`src/rtl/mux_arb_pkg.sv`:
```
// Shared types and constants for the 8-requester round-robin mux arbiter.
// Latency: none (declarations only).
// Backpressure: not applicable.
package mux_arb_pkg;

    localparam int N_REQ = 8;
    localparam int SEL_W = 3;

    typedef enum logic [1:0] {
        IDLE = 2'd0,
        OWN  = 2'd1,
        GAP  = 2'd2
    } arb_state_t;

    // One-hot encode a requester index into an 8-bit grant vector.
    function automatic logic [N_REQ-1:0] onehot8(input logic [SEL_W-1:0] idx);
        logic [N_REQ-1:0] v;
        v      = '0;
        v[idx] = 1'b1;
        return v;
    endfunction

endpackage

```
`src/rtl/rr_priority_pick.sv`:
```
// Round-robin pick: first set req bit searching upward from last_owner+1, wrapping.
// Latency: purely combinational.
// Backpressure: none; any=0 when no request is pending.
module rr_priority_pick
    import mux_arb_pkg::*;
(
    input  logic [N_REQ-1:0] req,
    input  logic [SEL_W-1:0] last_owner,
    output logic [SEL_W-1:0] winner,
    output logic             any
);

    logic [SEL_W-1:0] idx;

    // Walk the eight positions after last_owner; the previous owner is checked
    // last so it only wins again when nobody else is asking.
    always_comb begin
        winner = '0;
        any    = 1'b0;
        idx    = last_owner;
        for (int i = 1; i <= N_REQ; i++) begin
            idx = last_owner + SEL_W'(i);
            if (!any && req[idx]) begin
                winner = idx;
                any    = 1'b1;
            end
        end
    end

endmodule

```
`src/rtl/rr_mux8_arbiter.sv`:
```
// Round-robin grant sequencer driving the 8:1 mux selector; optional per-requester grant stats (MUX_ARB_STATS_EN).
// Latency: req to gnt/sel is 1 cycle; release to next grant is 2 cycles (one forced gap cycle).
// Backpressure: requesters hold req level until granted; owner keeps the grant until done, req drop or HOLD_MAX cycles.
module rr_mux8_arbiter
    import mux_arb_pkg::*;
#(
    parameter int HOLD_MAX = 16
) (
    input  logic             clk,
    input  logic             rst_n,
    input  logic [N_REQ-1:0] req,
    input  logic [N_REQ-1:0] done,
    output logic [N_REQ-1:0] gnt,
    output logic [SEL_W-1:0] sel,
    output logic             sel_valid,
    output logic             timeout
`ifdef MUX_ARB_STATS_EN
    ,
    input  logic [SEL_W-1:0] stat_idx,
    output logic [15:0]      stat_cnt
`endif
);

    // Last cycle an owner may hold before a forced release.
    localparam logic [7:0] HOLD_LAST = 8'(HOLD_MAX - 1);

    arb_state_t       state_q, state_d;
    logic [SEL_W-1:0] owner_q, owner_d;
    logic [7:0]       hold_q, hold_d;
    logic [N_REQ-1:0] gnt_d;
    logic [SEL_W-1:0] sel_d;
    logic             sel_valid_d;
    logic             timeout_d;

    logic [SEL_W-1:0] pick_idx;
    logic             pick_any;

    logic             own_done;
    logic             own_req;
    logic             at_limit;

    // Single arbiter shared by IDLE and GAP; it always rotates from the last owner.
    rr_priority_pick u_pick (
        .req        (req),
        .last_owner (owner_q),
        .winner     (pick_idx),
        .any        (pick_any)
    );

    assign own_done = done[owner_q];
    assign own_req  = req[owner_q];
    assign at_limit = (hold_q == HOLD_LAST);

    // Next-state and next-output logic; all outputs are registered from these.
    always_comb begin
        state_d     = state_q;
        owner_d     = owner_q;
        hold_d      = hold_q;
        gnt_d       = '0;
        sel_d       = sel;
        sel_valid_d = 1'b0;
        timeout_d   = 1'b0;

        case (state_q)
            IDLE, GAP: begin
                if (pick_any) begin
                    state_d     = OWN;
                    owner_d     = pick_idx;
                    hold_d      = '0;
                    gnt_d       = onehot8(pick_idx);
                    sel_d       = pick_idx;
                    sel_valid_d = 1'b1;
                end else begin
                    state_d = IDLE;
                end
            end

            OWN: begin
                if (hold_q != 8'hFF) begin
                    hold_d = hold_q + 8'd1;
                end
                if (own_done || !own_req || at_limit) begin
                    // sel stays on the old owner through the gap so the mux
                    // never switches inside a transfer.
                    state_d   = GAP;
                    timeout_d = at_limit && own_req && !own_done;
                end else begin
                    gnt_d       = onehot8(owner_q);
                    sel_valid_d = 1'b1;
                end
            end

            default: begin
                state_d = IDLE;
            end
        endcase
    end

    // State and output registers; reset parks last owner at 7 so requester 0 goes first.
    always_ff @(posedge clk or negedge rst_n) begin
        if (!rst_n) begin
            state_q   <= IDLE;
            owner_q   <= 3'd7;
            hold_q    <= '0;
            gnt       <= '0;
            sel       <= '0;
            sel_valid <= 1'b0;
            timeout   <= 1'b0;
        end else begin
            state_q   <= state_d;
            owner_q   <= owner_d;
            hold_q    <= hold_d;
            gnt       <= gnt_d;
            sel       <= sel_d;
            sel_valid <= sel_valid_d;
            timeout   <= timeout_d;
        end
    end

`ifdef MUX_ARB_STATS_EN
    logic        grant_now;
    logic [15:0] grant_cnt [N_REQ];

    assign grant_now = (state_q != OWN) && pick_any;

    // Saturating per-requester grant counters and registered readout port.
    always_ff @(posedge clk or negedge rst_n) begin
        if (!rst_n) begin
            for (int i = 0; i < N_REQ; i++) begin
                grant_cnt[i] <= '0;
            end
            stat_cnt <= '0;
        end else begin
            if (grant_now && (grant_cnt[pick_idx] != 16'hFFFF)) begin
                grant_cnt[pick_idx] <= grant_cnt[pick_idx] + 16'd1;
            end
            stat_cnt <= grant_cnt[stat_idx];
        end
    end
`endif

endmodule
```
`config.mk`:
```
export PLATFORM = sky130hd
export DESIGN_NAME = rr_mux8_arbiter
export DESIGN_NICKNAME = d
export VERILOG_FILES = /design/src/rtl/mux_arb_pkg.sv /design/src/rtl/rr_priority_pick.sv /design/src/rtl/rr_mux8_arbiter.sv
export SDC_FILE = /design/constraint.sdc
export NUM_CORES = 1
export LEC_CHECK = 0
export CAP_MARGIN = 15
export CORE_ASPECT_RATIO = 1.4
export CORE_UTILIZATION = 55
export DETAILED_ROUTE_END_ITERATION = 16
export PLACE_DENSITY = 0.81
export REMOVE_ABC_BUFFERS = 1
export SETUP_SLACK_MARGIN = 0.3
export SLEW_MARGIN = 20
export SYNTH_ARGS = -nofsm -noshare
export SYNTH_HDL_FRONTEND = slang
export SYNTH_SLANG_ARGS = --single-unit
export TNS_END_PERCENT = 20
```
`constraint.sdc`:
```
create_clock -name clk -period 4.8 [get_ports clk]
set_input_delay 0.72 -clock clk [delete_from_list [all_inputs] [get_ports clk]]
set_output_delay 0.72 -clock clk [all_outputs]
set_load 0.02 [all_outputs]
```
==> results of run 1 <==
==> cell families (layout without fill, tap and decap cells) <==
logic type | Yosys count | after routing | synth area share [%]
flip-flops | 26 | 26 | 31.30
adder cells (fa/ha/maj) | 7 | 7 | 4.189
multiplexers | 27 | 27 | 24.30
AO/OA/AOI/OAI | 42 | 42 | 17.30
XOR/XNOR | 8 | 8 | 3.711
AND/OR/NAND/NOR | 61 | 61 | 14.36
buffers and inverters | 17 | 45 | 4.847
==> cell type report <==
type | count | area share (%)
Sequential cell | 26 | 26.59
Inverter | 8 | 1.220
Clock inverter | 1 | 1.220
Tap cell | 42 | 2.135
Clock buffer | 3 | 1.678
Multi-Input combinational cell | 145 | 54.25
Timing Repair Buffer | 33 | 12.91
==> through the flow <==
| step | cells | total power, µW | hold WS (ns) | cell area, µm² |
|---|---|---|---|---|
| 2_1_floorplan | 179 | 1532 | 0.4244 | 2019 |
| 3_3_place_gp | 254 | 1839 | 0.4688 | 2395 |
| 3_5_place_dp | 254 | 1892 | 0.4825 | 2395 |
| 4_1_cts | 258 | 2079 | 0.5041 | 2466 |
| 5_1_grt | 258 | 2231 | 0.4768 | 2461 |
| 6_report | 258 | 2099 | 0.4235 | 2461 |
==> cell usage in the layout, fill, tap and decap left out, types with 5 or more instances in the layout <==
cell type	instances
inv_1	6
a21oi_1	10
mux4_2	16
nand2_1	14
xor2_1	5
clkdlybuf4s50_1	29
ha_1	7
nor2_1	22
dfrtp_1	23
==> worst max-delay path, delay by kind of cell, from the launching register on <==
family / cells / cell delay (ns)
AO/OA/AOI/OAI: 1 / 0.15
adder cells (fa/ha/maj): 1 / 0.49
flip-flops: 1 / 0.55
AND/OR/NAND/NOR: 2 / 0.67
multiplexers: 3 / 1.23
buffers and inverters: 2 / 0.32
==> report_power, final <==
group	leakage (µW)	internal, µW	total (µW)	switching (µW)
clock	0.0000357	112	181	69.4
sequential	0.000336	294	344	49.7
combinational	0.000653	673	1570	901
==> layer usage <==
| metal | share of wire (%) | GRT usage [%] | vias to the layer above | wire length [µm] |
|---|---|---|---|---|
| li1 | - | - | 773 | - |
| met5 | 0 | 0 | - | 0 |
| met2 | 53 | 45.27 | 91 | 2575 |
| met4 | 3.7 | 15.95 | 0 | 178 |
| met3 | 5.1 | 2.222 | 26 | 249 |
| met1 | 38 | 30.63 | 841 | 1850 |
==> registers in the layout, indices dropped and copies added, names as in the netlist <==
register and count:
gnt 8, hold_q 8, owner_q 3, sel 3, state_q 2, sel_valid 1, timeout 1
==> how the worst max path moves through the flow <==
| stage | startpoint | endpoint | slack (ns) | cells past startpoint |
|---|---|---|---|---|
| 2_1_floorplan | owner_q[0] | hold_q[0] | 1.27 | 8 |
| 3_3_place_gp | req[4] | hold_q[0] | 1.33 | 8 |
| 4_1_cts | owner_q[2] | gnt[1] | 1.31 | 9 |
| 3_5_place_dp | req[0] | hold_q[0] | 1.24 | 8 |
| 6_report | owner_q[0] | hold_q[0] | 1.27 | 9 |
| 5_1_grt | owner_q[2] | gnt[1] | 1.10 | 9 |
==> results.cfg, run 1 <==
[synth]
ys_ff_latch = 26
synth.most_common_cell = dfrtp_1
synth_area_um2 = 2091
synth_top_area_share_pct = 27.53
yosys_warnings = 0
synth_seq_area_share_pct = 31.30
synth_edf_count = 0
yosysTopAreaCell = dfrtp_1
synth_cell_types = 53
syn-instance-count = 188
async_reset_ff_share_pct = 100.0
ys_top_cells_by_area = dfrtp_1 28%, mux4_2 17%, ha_1 4.2%, nor2_1 3.9%, dfstp_2 3.8%
ys.flop_type = dfrtp_1
ys_top_cells_by_count = 23 x dfrtp_1, 22 x nor2_1, 16 x mux4_2
avgSynthCellArea_um2 = 11.12

[setup_path]
worstPathMaxFanout = 14
cp.arrival_ns = 3.70
cp-end-kind = register
r2r-start = owner_q[0]
rr_endpoint = hold_q[0]
worst_setup_path_start_kind = register
cp_slowest_stage_delay_ns = 0.62
critPathSlowestCell = mux4_2
rrSetupSlack_ns = 1.27
path_cells = inv_2 -> ha_1 -> mux4_2 -> mux2i_1 -> and4_1 -> a41oi_2 -> buf_4 -> or2_1 -> mux2_4
r2r_cells = 9
cp.required_ns = 4.97
worstSetupPathType = reg -> reg

[floorplanning]
initial_core_util_pct = 57.38
rows = 26
io_pins = 31
die_w_um = 54.11
die_h_um = 74.95
core_um2 = 3643
die_area_um2 = 4056

[power_and_ir_drop]
leakagePower_uw = 0.001025
peakVddDrop_mv = 0.5590
power_density_nw_per_um2 = 852.9

[clocking]
clk_path_buf_depth = 2
clock-root-buffer = clkbuf_8
post_cts.repair.setup_buffers = 0
cts.reportedPaths.clkPinSlew_ns = 0.09
cts_tree = built
clock-sinks = 26
postCtsResizedCells = 0
htreeDepth = 1
hold_buffers = 0
insertion_delay_ns = 0.27
cts_made_buffers = 3

[cells_and_area]
num-fill-cells = 293
seq_area_um2 = 654.4
drive_above_1_share_pct = 20.37
syn2layout_area_growth_pct = 17.71
multiInputGateArea_um2 = 1335
fin_util_pct = 67.55
n_antenna_cell = 0
nets = 242

[sta]
tightestPinTransition_ns = 0.5567
rsz0062_at_grt = false
clock.fmax_ghz = 0.2831
finalMaxSlewViolations = 0
fin_crit_ns = 3.532
finalSetupViolations = 0
slew_headroom_pct = 62.89
fin_tns_setup_ns = 0
setup_ws_ns = 1.268
finClkSkew_ns = 0.006722
finalHoldViolCount = 0
timing.final.crit_share_pct = 73.59

[drt]
viasPerCell = 6.709
avgRoutedWirePerCell_um = 18.81
wl_um = 4854
ant_nets = 0
firstDrtPassIters = 4
dr.first_iter.drc_count = 51
drc_errors = 0
via_count = 1731

[placed_design]
port_buffers = 30
gp_congestion = 1.134
dp_hpwl_um = 3788
preCtsSetupSlack_ns = 1.245

[grt]
grt_max_degree = 27
grt_first_pass_wirelength_um = 7596
overflow = 0
track_usage_pct = 26.17
grt_pass1_vias = 1662
antenna_found_initial = 0

[run]
cap_violations = 0

[hold_path]
hp-class = in -> async

[status]
status = completed
Note: power is estimated with default switching activity, not from simulation.
==> run 2, diff against run 1 <==
- clock period: 4.8 -> 3.7 ns (I/O delays scaled with it)
==> run 2 against run 1 <==
First-iteration DRC count rose by 24%. Flip-flop and latch count did not move. Hold slack got worse by 0.16 ns. Via count fell by 0.75%. Utilization rose by 0.58 points. Cell count rose by 0.78%. Die area did not move. Critical path depth did not move. Wire length rose by 0.19%. Non-clock buffer count rose by 2. Clock-buffer cell count did not move. Sequential share of layout area fell by 0.23 points. Critical endpoint is now gnt[3]. Largest cell class unchanged.
==> results.cfg, run 2 (synthesis results as in run 1) <==
[setup_path]
crit_family = compound AO/OA/AOI/OAI gates
cp-end-kind = register
worst_setup_path_start_kind = register
worstSetupPathType = reg -> reg
path_cells = inv_1 -> ha_1 -> mux4_2 -> mux2i_4 -> a32oi_1 -> a2111oi_2 -> o32ai_2 -> nor2_4 -> a32o_1
startpoint = owner_q[2]
critPathSlowestCell = mux4_2
r2r-start = owner_q[2]
r2r_cells = 9
worstPathMaxFanout = 7
cp_slowest_stage_delay_ns = 0.59
rr_endpoint = gnt[3]
cp.arrival_ns = 3.51
cp.required_ns = 3.91
crit_buf_inv = 1
rrSetupSlack_ns = 0.40

[drt]
dr.first_iter.drc_count = 63
wl_um = 4863
avgRoutedWirePerCell_um = 18.70
firstDrtPassIters = 4
viasPerCell = 6.608
via_count = 1718
drc_errors = 0
ant_nets = 0

[placed_design]
gp_congestion = 0.8762
dp_hpwl_um = 3790
port_buffers = 30

[clocking]
cts_made_buffers = 3
clock-sinks = 26
insertion_delay_ns = 0.27
htreeDepth = 1
clk_path_buf_depth = 2
clock-root-buffer = clkbuf_8
cts_tree = built
cts.reportedPaths.clkPinSlew_ns = 0.09

[sta]
finalSetupViolations = 0
finalMaxSlewViolations = 0
slew_headroom_pct = 60.39
timing.final.crit_share_pct = 89.16
fin_tns_setup_ns = 0
tightestPinTransition_ns = 0.5899
rsz0062_at_grt = false
clock.fmax_ghz = 0.3031
finClkSkew_ns = 0.002430
fin_crit_ns = 3.299
finalHoldViolCount = 0

[cells_and_area]
final_common_cell = clkdlybuf4s50_1
nets = 244
n_antenna_cell = 0
num-fill-cells = 292
final_cell_mix = 29 x clkdlybuf4s50_1, 23 x dfrtp_1, 22 x nor2_1, 16 x mux4_2, 14 x nand2_1
top_regs = gnt x8, hold_q x8
drive_above_1_share_pct = 22.02
syn2layout_area_growth_pct = 18.73

[floorplanning]
die_h_um = 74.95
die_w_um = 54.11
core_um2 = 3643
die_area_um2 = 4056
io_pins = 31
rows = 26
initial_core_util_pct = 57.38

[grt]
track_usage_pct = 27.17
grt_pass1_vias = 1708
grt_first_pass_wirelength_um = 7907
overflow = 0
grt_max_degree = 27
antenna_found_initial = 0

[status]
status = completed

[hold_path]
hp-class = in -> async

[run]
cap_violations = 0
## run 2: layer usage
metal	share of wire, %	vias to the layer above	track usage (%)	wire [µm]
met5	0	-	0	0
met4	4.8	0	14.81	232
met3	4.3	19	2.424	208
met2	55	78	48.83	2674
met1	36	843	30.76	1747
li1	-	778	-	-
## run 2: area by class of cell
| type | instances | area, µm² | area share, % |
|---|---|---|---|
| clock buffers | 3 | 41.29 | 1.663 |
| clock inverters | 1 | 30.03 | 1.210 |
| inverters | 8 | 30.03 | 1.210 |
| multi-input cells | 145 | 1341 | 54.03 |
| flip-flops and latches | 26 | 654.4 | 26.36 |
| well taps | 42 | 52.55 | 2.117 |
| repair buffers | 35 | 332.8 | 13.41 |
## run 2: worst max path at each step
stage | cells past startpoint | slack, ns | to
floorplan | 8 | 0.17 | hold_q[0]
global placement | 9 | 0.37 | gnt[1]
detailed placement | 9 | 0.34 | gnt[3]
CTS | 9 | 0.42 | gnt[3]
global route | 9 | 0.33 | gnt[0]
finish | 9 | 0.40 | gnt[3]
## run 2: worst reg2reg max path: stages, from the launching register on
cell and delay [ns]:
dfstp_2 0.55, inv_1 0.12, ha_1 0.50, mux4_2 0.59, mux2i_4 0.29, a32oi_1 0.13
a2111oi_2 0.43, o32ai_2 0.21, nor2_4 0.21, a32o_1 0.20
## run 2: timing repair
item | CTS | global route
hold endpoints to repair | 0 | 0
resized for setup | 1 | 1
hold buffers | 0 | 0
setup buffers | 0 | 0
endpoints found under the setup margin | 4 | 2
## run 2: stage by stage
step | worst slack, ns | area, µm² | cells | util, % | hold slack [ns]
floorplan | 0.1667 | 2019 | 179 | - | 0.2594
global placement | 0.3739 | 2410 | 256 | 66.14 | 0.4691
detailed placement | 0.3444 | 2410 | 256 | 66.14 | 0.4786
CTS | 0.4247 | 2486 | 260 | 68.23 | 0.5016
global route | 0.3293 | 2482 | 260 | 68.13 | 0.3026
finish | 0.4012 | 2482 | 260 | 68.13 | 0.2662
Power of run 2 is left out: the tool's default activity adds up to more than one toggle a clock period on the data nets, which glitch-free logic cannot reach.
